<file path="src/rtl/byte_serializer_if.sv">
// Byte handshake bundle between the selector mux and the serializer.
// Upstream drives din/din_valid, the serializer returns din_ready.
interface byte_serializer_if #(
   parameter int DATA_W = 8
);
   logic [DATA_W-1:0] din;
   logic              din_valid;
   logic              din_ready;

   modport master (
      output din,
      output din_valid,
      input  din_ready
   );

   modport slave (
      input  din,
      input  din_valid,
      output din_ready
   );
endinterface

</file>
<file path="src/rtl/byte_serializer.sv">
// byte_serializer: start bit, LSB-first data, stop bit on one serial line.
// Define BYTE_SERIALIZER_PARITY_EN to insert an even-parity bit before stop.
module byte_serializer #(
   parameter int DATA_W = 8,
   parameter int DIV    = 4
) (
   input  logic             clk,
   input  logic             reset,
   byte_serializer_if.slave up,
   output logic             sout,
   output logic             busy,
   output logic             done
);
   localparam int CW = 16;
   localparam int BW = $clog2(DATA_W + 1);
   localparam logic [CW-1:0] CMAX = CW'(DIV - 1);
   localparam logic [BW-1:0] BMAX = BW'(DATA_W - 1);

`ifdef BYTE_SERIALIZER_PARITY_EN
   typedef enum logic [2:0] {
      IDLE, START, DATA, PARITY, STOP
   } state_t;
`else
   typedef enum logic [2:0] {
      IDLE, START, DATA, STOP
   } state_t;
`endif

   state_t            state, state_n;
   logic [CW-1:0]     cnt, cnt_n;
   logic [BW-1:0]     bcnt, bcnt_n;
   logic [DATA_W-1:0] shreg, shreg_n;
   logic              rdy, rdy_n;
   logic              sout_n, busy_n, done_n;
   logic              wrap;
`ifdef BYTE_SERIALIZER_PARITY_EN
   logic              par, par_n;
`endif

   assign up.din_ready = rdy;

   always_ff @(posedge clk) begin
      if (reset) begin
         state <= IDLE;
         cnt   <= '0;
         bcnt  <= '0;
         shreg <= '0;
         rdy   <= 1'b1;
         sout  <= 1'b1;
         busy  <= 1'b0;
         done  <= 1'b0;
`ifdef BYTE_SERIALIZER_PARITY_EN
         par   <= 1'b0;
`endif
      end else begin
         state <= state_n;
         cnt   <= cnt_n;
         bcnt  <= bcnt_n;
         shreg <= shreg_n;
         rdy   <= rdy_n;
         sout  <= sout_n;
         busy  <= busy_n;
         done  <= done_n;
`ifdef BYTE_SERIALIZER_PARITY_EN
         par   <= par_n;
`endif
      end
   end

   // Outputs are computed for the next state so they come out registered.
   always_comb begin
      state_n = state;
      cnt_n   = cnt;
      bcnt_n  = bcnt;
      shreg_n = shreg;
      rdy_n   = rdy;
      sout_n  = sout;
      busy_n  = busy;
      done_n  = 1'b0;
`ifdef BYTE_SERIALIZER_PARITY_EN
      par_n   = par;
`endif
      wrap = (cnt == CMAX);
      if (state != IDLE) begin
         cnt_n = wrap ? '0 : cnt + CW'(1);
      end
      unique case (state)
         IDLE: begin
            if (up.din_valid && rdy) begin
               state_n = START;
               shreg_n = up.din;
               cnt_n   = '0;
               bcnt_n  = '0;
               rdy_n   = 1'b0;
               sout_n  = 1'b0;
               busy_n  = 1'b1;
`ifdef BYTE_SERIALIZER_PARITY_EN
               par_n   = ^up.din;
`endif
            end
         end
         START: begin
            if (wrap) begin
               state_n = DATA;
               sout_n  = shreg[0];
            end
         end
         DATA: begin
            if (wrap) begin
               if (bcnt == BMAX) begin
`ifdef BYTE_SERIALIZER_PARITY_EN
                  state_n = PARITY;
                  sout_n  = par;
`else
                  state_n = STOP;
                  sout_n  = 1'b1;
`endif
               end else begin
                  bcnt_n  = bcnt + BW'(1);
                  shreg_n = shreg >> 1;
                  sout_n  = shreg_n[0];
               end
            end
         end
`ifdef BYTE_SERIALIZER_PARITY_EN
         PARITY: begin
            if (wrap) begin
               state_n = STOP;
               sout_n  = 1'b1;
            end
         end
`endif
         STOP: begin
            if (wrap) begin
               state_n = IDLE;
               sout_n  = 1'b1;
               busy_n  = 1'b0;
               rdy_n   = 1'b1;
               done_n  = 1'b1;
            end
         end
         default: begin
            state_n = IDLE;
         end
      endcase
   end
endmodule

</file>
<file path="src/flat_wrapper.sv">
// flat-port wrapper written by rule: the top's interface ports become plain ports
module byte_serializer_flat 
#(
   parameter int DATA_W = 8,
   parameter int DIV    = 4
)
  (clk, reset, sout, busy, done, up_din, up_din_valid, up_din_ready);
  byte_serializer_if #(.DATA_W(DATA_W)) up_i ();
  input  logic clk;
  input  logic reset;
  output logic sout;
  output logic busy;
  output logic done;
  input wire logic [$bits(up_i.din)-1:0] up_din;
  input wire logic [$bits(up_i.din_valid)-1:0] up_din_valid;
  output wire logic [$bits(up_i.din_ready)-1:0] up_din_ready;
  assign up_i.din = up_din;
  assign up_i.din_valid = up_din_valid;
  assign up_din_ready = up_i.din_ready;
  byte_serializer #(.DATA_W(DATA_W), .DIV(DIV)) u_core (.clk(clk), .reset(reset), .up(up_i), .sout(sout), .busy(busy), .done(done));
endmodule
</file>
<file path="config.mk">
export PLATFORM = sky130hd
export DESIGN_NAME = byte_serializer_flat
export DESIGN_NICKNAME = d
export VERILOG_FILES = /design/src/rtl/byte_serializer_if.sv /design/src/rtl/byte_serializer.sv /design/src/flat_wrapper.sv
export SDC_FILE = /design/constraint.sdc
export NUM_CORES = 1
export LEC_CHECK = 0
export CAP_MARGIN = 20
export CORE_UTILIZATION = 38
export DETAILED_ROUTE_END_ITERATION = 10
export PLACE_DENSITY = 0.61
export SETUP_SLACK_MARGIN = 0.1
export SYNTH_ARGS = -nofsm -noshare
export SYNTH_HDL_FRONTEND = slang
export SYNTH_SLANG_ARGS = --single-unit
</file>
<file path="constraint.sdc">
create_clock -name clk -period 2.15 [get_ports clk]
set_clock_uncertainty 0.05 [all_clocks]
set_input_delay 0.43 -clock clk [delete_from_list [all_inputs] [get_ports clk]]
set_output_delay 0.43 -clock clk [all_outputs]
set_load 0.03 [all_outputs]
</file>
==> results of run 1 <==
==> logic make-up after synthesis <==
logic type	share of synthesized area
buf+inv	0.03851
mux	0.04108
flops	0.3492
simple gates	0.2433
xor+xnor	0.004494
compound gates	0.2850
fa+ha+maj	0.03851
==> metal layers <==
layer	vias to the layer above	track usage
met4	0	0.05128
li1	867	-
met3	6	0.05350
met1	806	0.2193
met2	34	0.3028
met5	-	0
==> worst paths after layout <==
path / cells past startpoint / from / slack (ns) / end
worst max register to register: 7 / u_core.cnt[1] / 0.24 / u_core.shreg[6]
worst min register to register: 1 / u_core.bcnt[3] / 0.43 / u_core.bcnt[3]
worst max-delay path: 7 / u_core.cnt[1] / 0.24 / u_core.shreg[6]
worst min-delay path: 1 / u_core.bcnt[3] / 0.43 / u_core.bcnt[3]
==> cells in the mapped netlist (all sizes together) (3+ instances only) <==
cell type | count | area share
a211oi | 9 | 0.053
a21oi | 19 | 0.049
a311oi | 10 | 0.045
a31oi | 3 | 0.0096
a41oi | 5 | 0.022
buf | 5 | 0.019
clkbuf | 7 | 0.013
dfxtp | 34 | 0.35
ha | 6 | 0.039
inv | 3 | 0.0058
mux2i | 8 | 0.041
nand2 | 20 | 0.039
nand2b | 3 | 0.0096
nand3 | 5 | 0.019
nand4 | 6 | 0.030
nor2 | 19 | 0.051
nor3 | 7 | 0.021
nor4 | 3 | 0.028
o21ai | 10 | 0.026
==> repair_timing <==
item / in CTS / in global routing
hold buffers: 0 / 0
resized for setup: 0 / 3
endpoints found under the setup margin: 0 / 18
setup buffers: 0 / 1
==> per-stage QoR <==
step                        util  setup slack [ns]  hold WS (ns)  instances  total power (W)
after global placement    0.4686            0.1704        0.4066        294         0.002443
after detailed placement  0.4686            0.1230        0.4153        294         0.002457
after floorplan                -            0.2903        0.3928        207         0.002024
final                     0.4932            0.2437        0.4283        304         0.003004
after CTS                 0.4844            0.1134        0.4324        301         0.002908
after global routing      0.4932           0.09477        0.4808        304         0.003238
==> worst max-delay path, stage by stage (launching register included) <==
cell      delay, ns
dfxtp_2        0.36
ha_1           0.17
nor4b_4        0.27
buf_4          0.18
nand4_4        0.18
o22a_4         0.29
nor2_4         0.20
a211oi_2       0.09
==> area by class of cell <==
class,count,area (µm²),area share
clock buffers,7,76.32,0.03212
inverters,3,11.26,0.004739
multi-input cells,160,1227,0.5166
flip-flops and latches,34,681.9,0.2870
well taps,67,83.83,0.03528
repair buffers,33,295.3,0.1243
==> sequential cells by signal, indices dropped and copies added, names as in the netlist <==
register and cells:
u_core.cnt 16, u_core.state 2, u_core.shreg 8, u_core.busy 1
u_core.sout 1, u_core.done 1, u_core.bcnt 4, u_core.up.din_ready 1
==> power groups by stage <==
stage               Sequential (W)  Combinational (W)  Clock (W)
finish                    0.000840            0.00172   0.000443
CTS                       0.000839            0.00161   0.000459
floorplan                 0.000880            0.00114          0
global placement          0.000851            0.00159          0
detailed placement        0.000853            0.00160          0
global route              0.000856            0.00189   0.000491
==> impl_metrics.xml, run 1 <==
<?xml version="1.0" encoding="UTF-8"?>
<metrics>
  <group name="drt">
    <metric name="route.detailed.drc" unit="">0</metric>
    <metric name="detailroute.wirelength.met2" unit="mm">2.201</metric>
    <metric name="detailroute.wirelength.met3" unit="µm">163</metric>
    <metric name="met1_length" unit="mm">2.141</metric>
    <metric name="drt_wl_total" unit="mm">4.542</metric>
    <metric name="detailroute.via_count" unit="">1713</metric>
    <metric name="dr.max_layer_used" unit="">met4</metric>
    <metric name="drt_first_pass_iters" unit="">4</metric>
    <metric name="dr.first_iter.drc_count" unit="">124</metric>
    <metric name="ant_nets" unit="">0</metric>
    <metric name="vias_per_cell" unit="">5.635</metric>
    <metric name="routed_len_inst" unit="µm">14.94</metric>
  </group>
  <group name="sta">
    <metric name="fmax" unit="MHz">524.6</metric>
    <metric name="timing.final.max_slew_violations" unit="">0</metric>
    <metric name="setup_violations" unit="">0</metric>
    <metric name="final_sum_of_negative_setup_slack" unit="ns">0</metric>
    <metric name="grt_setup_unrepaired" unit="">false</metric>
    <metric name="hold_violations" unit="">0</metric>
    <metric name="finalCriticalPeriod" unit="ns">1.906</metric>
    <metric name="timing.max_slew.rel_slack" unit="">0.7378</metric>
    <metric name="max_slew.worst_pin.slew" unit="ns">0.3901</metric>
    <metric name="period_share" unit="">0.8866</metric>
  </group>
  <group name="clocking">
    <metric name="numClockSinks" unit="">34</metric>
    <metric name="cts_htree_levels" unit="">2</metric>
    <metric name="tritoncts" unit="">built</metric>
    <metric name="clock-root-buffer" unit="">clkbuf_8</metric>
    <metric name="later_pin_clock_latency_in_the_skew_report" unit="ns">0.28</metric>
    <metric name="clock_path_buffers" unit="">2</metric>
    <metric name="cts-buffers-inserted" unit="">5</metric>
    <metric name="clkTransAtPathRegs" unit="ns">0.06</metric>
  </group>
  <group name="layout">
    <metric name="layout-area-overhead-vs-synth" unit="%">21.89</metric>
    <metric name="nNetsFinal" unit="">254</metric>
    <metric name="final_layout_size_suffix_gt1_frac" unit="">0.2321</metric>
    <metric name="final_common_cell" unit="">dfxtp_1</metric>
    <metric name="finalInstanceArea" unit="µm²">2376</metric>
    <metric name="fillers" unit="">491</metric>
    <metric name="layout.cells.most_common_list" unit="">33 x dfxtp_1, 20 x nand2_1, 19 x a21oi_1</metric>
    <metric name="antenna-diode-count" unit="">0</metric>
  </group>
  <group name="floorplan">
    <metric name="io_pins" unit="">15</metric>
    <metric name="num_rows" unit="">25</metric>
    <metric name="floorplan.die.height" unit="µm">73.63</metric>
    <metric name="die_w" unit="µm">73.63</metric>
    <metric name="floorplan.die_area" unit="µm²">5421</metric>
    <metric name="std_cell_core_area" unit="µm²">4817</metric>
    <metric name="initial_utilization" unit="">0.4047</metric>
  </group>
  <group name="worst_setup_path">
    <metric name="start_kind" unit="">flop</metric>
    <metric name="critPathMaxFanout" unit="">6</metric>
    <metric name="sort_of_element_at_the_end_of_the_critical_path" unit="">flop</metric>
    <metric name="worstSetupPathType" unit="">flop to flop</metric>
    <metric name="worst-endpoint-arrival" unit="ns">2.02</metric>
    <metric name="required" unit="ns">2.27</metric>
  </group>
  <group name="synthesis">
    <metric name="netlist_area" unit="µm²">1949</metric>
    <metric name="synth.net_count" unit="">224</metric>
    <metric name="yosysSeqAreaShare" unit="">0.3492</metric>
    <metric name="most_used_dff_post_synth" unit="">dfxtp_1</metric>
    <metric name="async_reset_ff_frac" unit="">0</metric>
    <metric name="number_of_flip_flops_and_latches_in_the_synthesized_netlist" unit="">34</metric>
    <metric name="postSynthAreaPerCell" unit="µm²">9.417</metric>
    <metric name="ys_types" unit="">53</metric>
    <metric name="yosys_warnings" unit="">0</metric>
    <metric name="synth_enable_flop_cells" unit="">0</metric>
    <metric name="netlist_instances" unit="">207</metric>
  </group>
  <group name="pwr">
    <metric name="power.ir.vdd_worst" unit="µV">583.4</metric>
    <metric name="p_comb_frac" unit="">0.573</metric>
    <metric name="p_per_area" unit="nW/µm²">1264</metric>
    <metric name="share_seq_of_total_power" unit="">0.280</metric>
    <metric name="power_switching_share" unit="">0.4376</metric>
    <metric name="power_report.internal_total" unit="W">0.001689</metric>
    <metric name="power.share.clock" unit="">0.147</metric>
    <metric name="total_switching_power" unit="W">0.001314</metric>
    <metric name="leakage" unit="nW">0.8126</metric>
  </group>
  <group name="global_route">
    <metric name="grt_antenna_before_repair" unit="">0</metric>
    <metric name="grt.overflow.total" unit="">0</metric>
    <metric name="wire_length_of_the_first_global_routing_pass" unit="mm">7.348</metric>
    <metric name="globalRouteTotalUtil" unit="">0.1791</metric>
    <metric name="grt_pass1_vias" unit="">1558</metric>
    <metric name="grt_start_max_net_pins" unit="">22</metric>
  </group>
  <group name="placement">
    <metric name="dpl.hpwl" unit="mm">2.996</metric>
    <metric name="postPlaceCellArea" unit="µm²">2257</metric>
    <metric name="place.port_buffers" unit="">14</metric>
    <metric name="place_congestion" unit="">0.7807</metric>
  </group>
  <group name="worst_hold_path">
    <metric name="hold_path_class" unit="">flop to flop</metric>
  </group>
  <group name="run">
    <metric name="cap_violations" unit="">0</metric>
  </group>
  <group name="status">
    <metric name="status" unit="">completed</metric>
  </group>
</metrics>
(Power assumes the default switching activity.)
==> run 2: changes to the inputs <==
--- a/config.mk
+++ b/config.mk
@@ -5,11 +5,12 @@
 export SDC_FILE = /design/constraint.sdc
 export NUM_CORES = 1
 export LEC_CHECK = 0
-export CAP_MARGIN = 20
+export CAP_MARGIN = 25
 export CORE_UTILIZATION = 38
 export DETAILED_ROUTE_END_ITERATION = 10
 export PLACE_DENSITY = 0.61
 export SETUP_SLACK_MARGIN = 0.1
+export SKIP_CTS_REPAIR_TIMING = 1
 export SYNTH_ARGS = -nofsm -noshare
 export SYNTH_HDL_FRONTEND = slang
 export SYNTH_SLANG_ARGS = --single-unit
==> results of run 2 <==
Same layout as run 1: the final DEF is identical, and so are final timing and power.
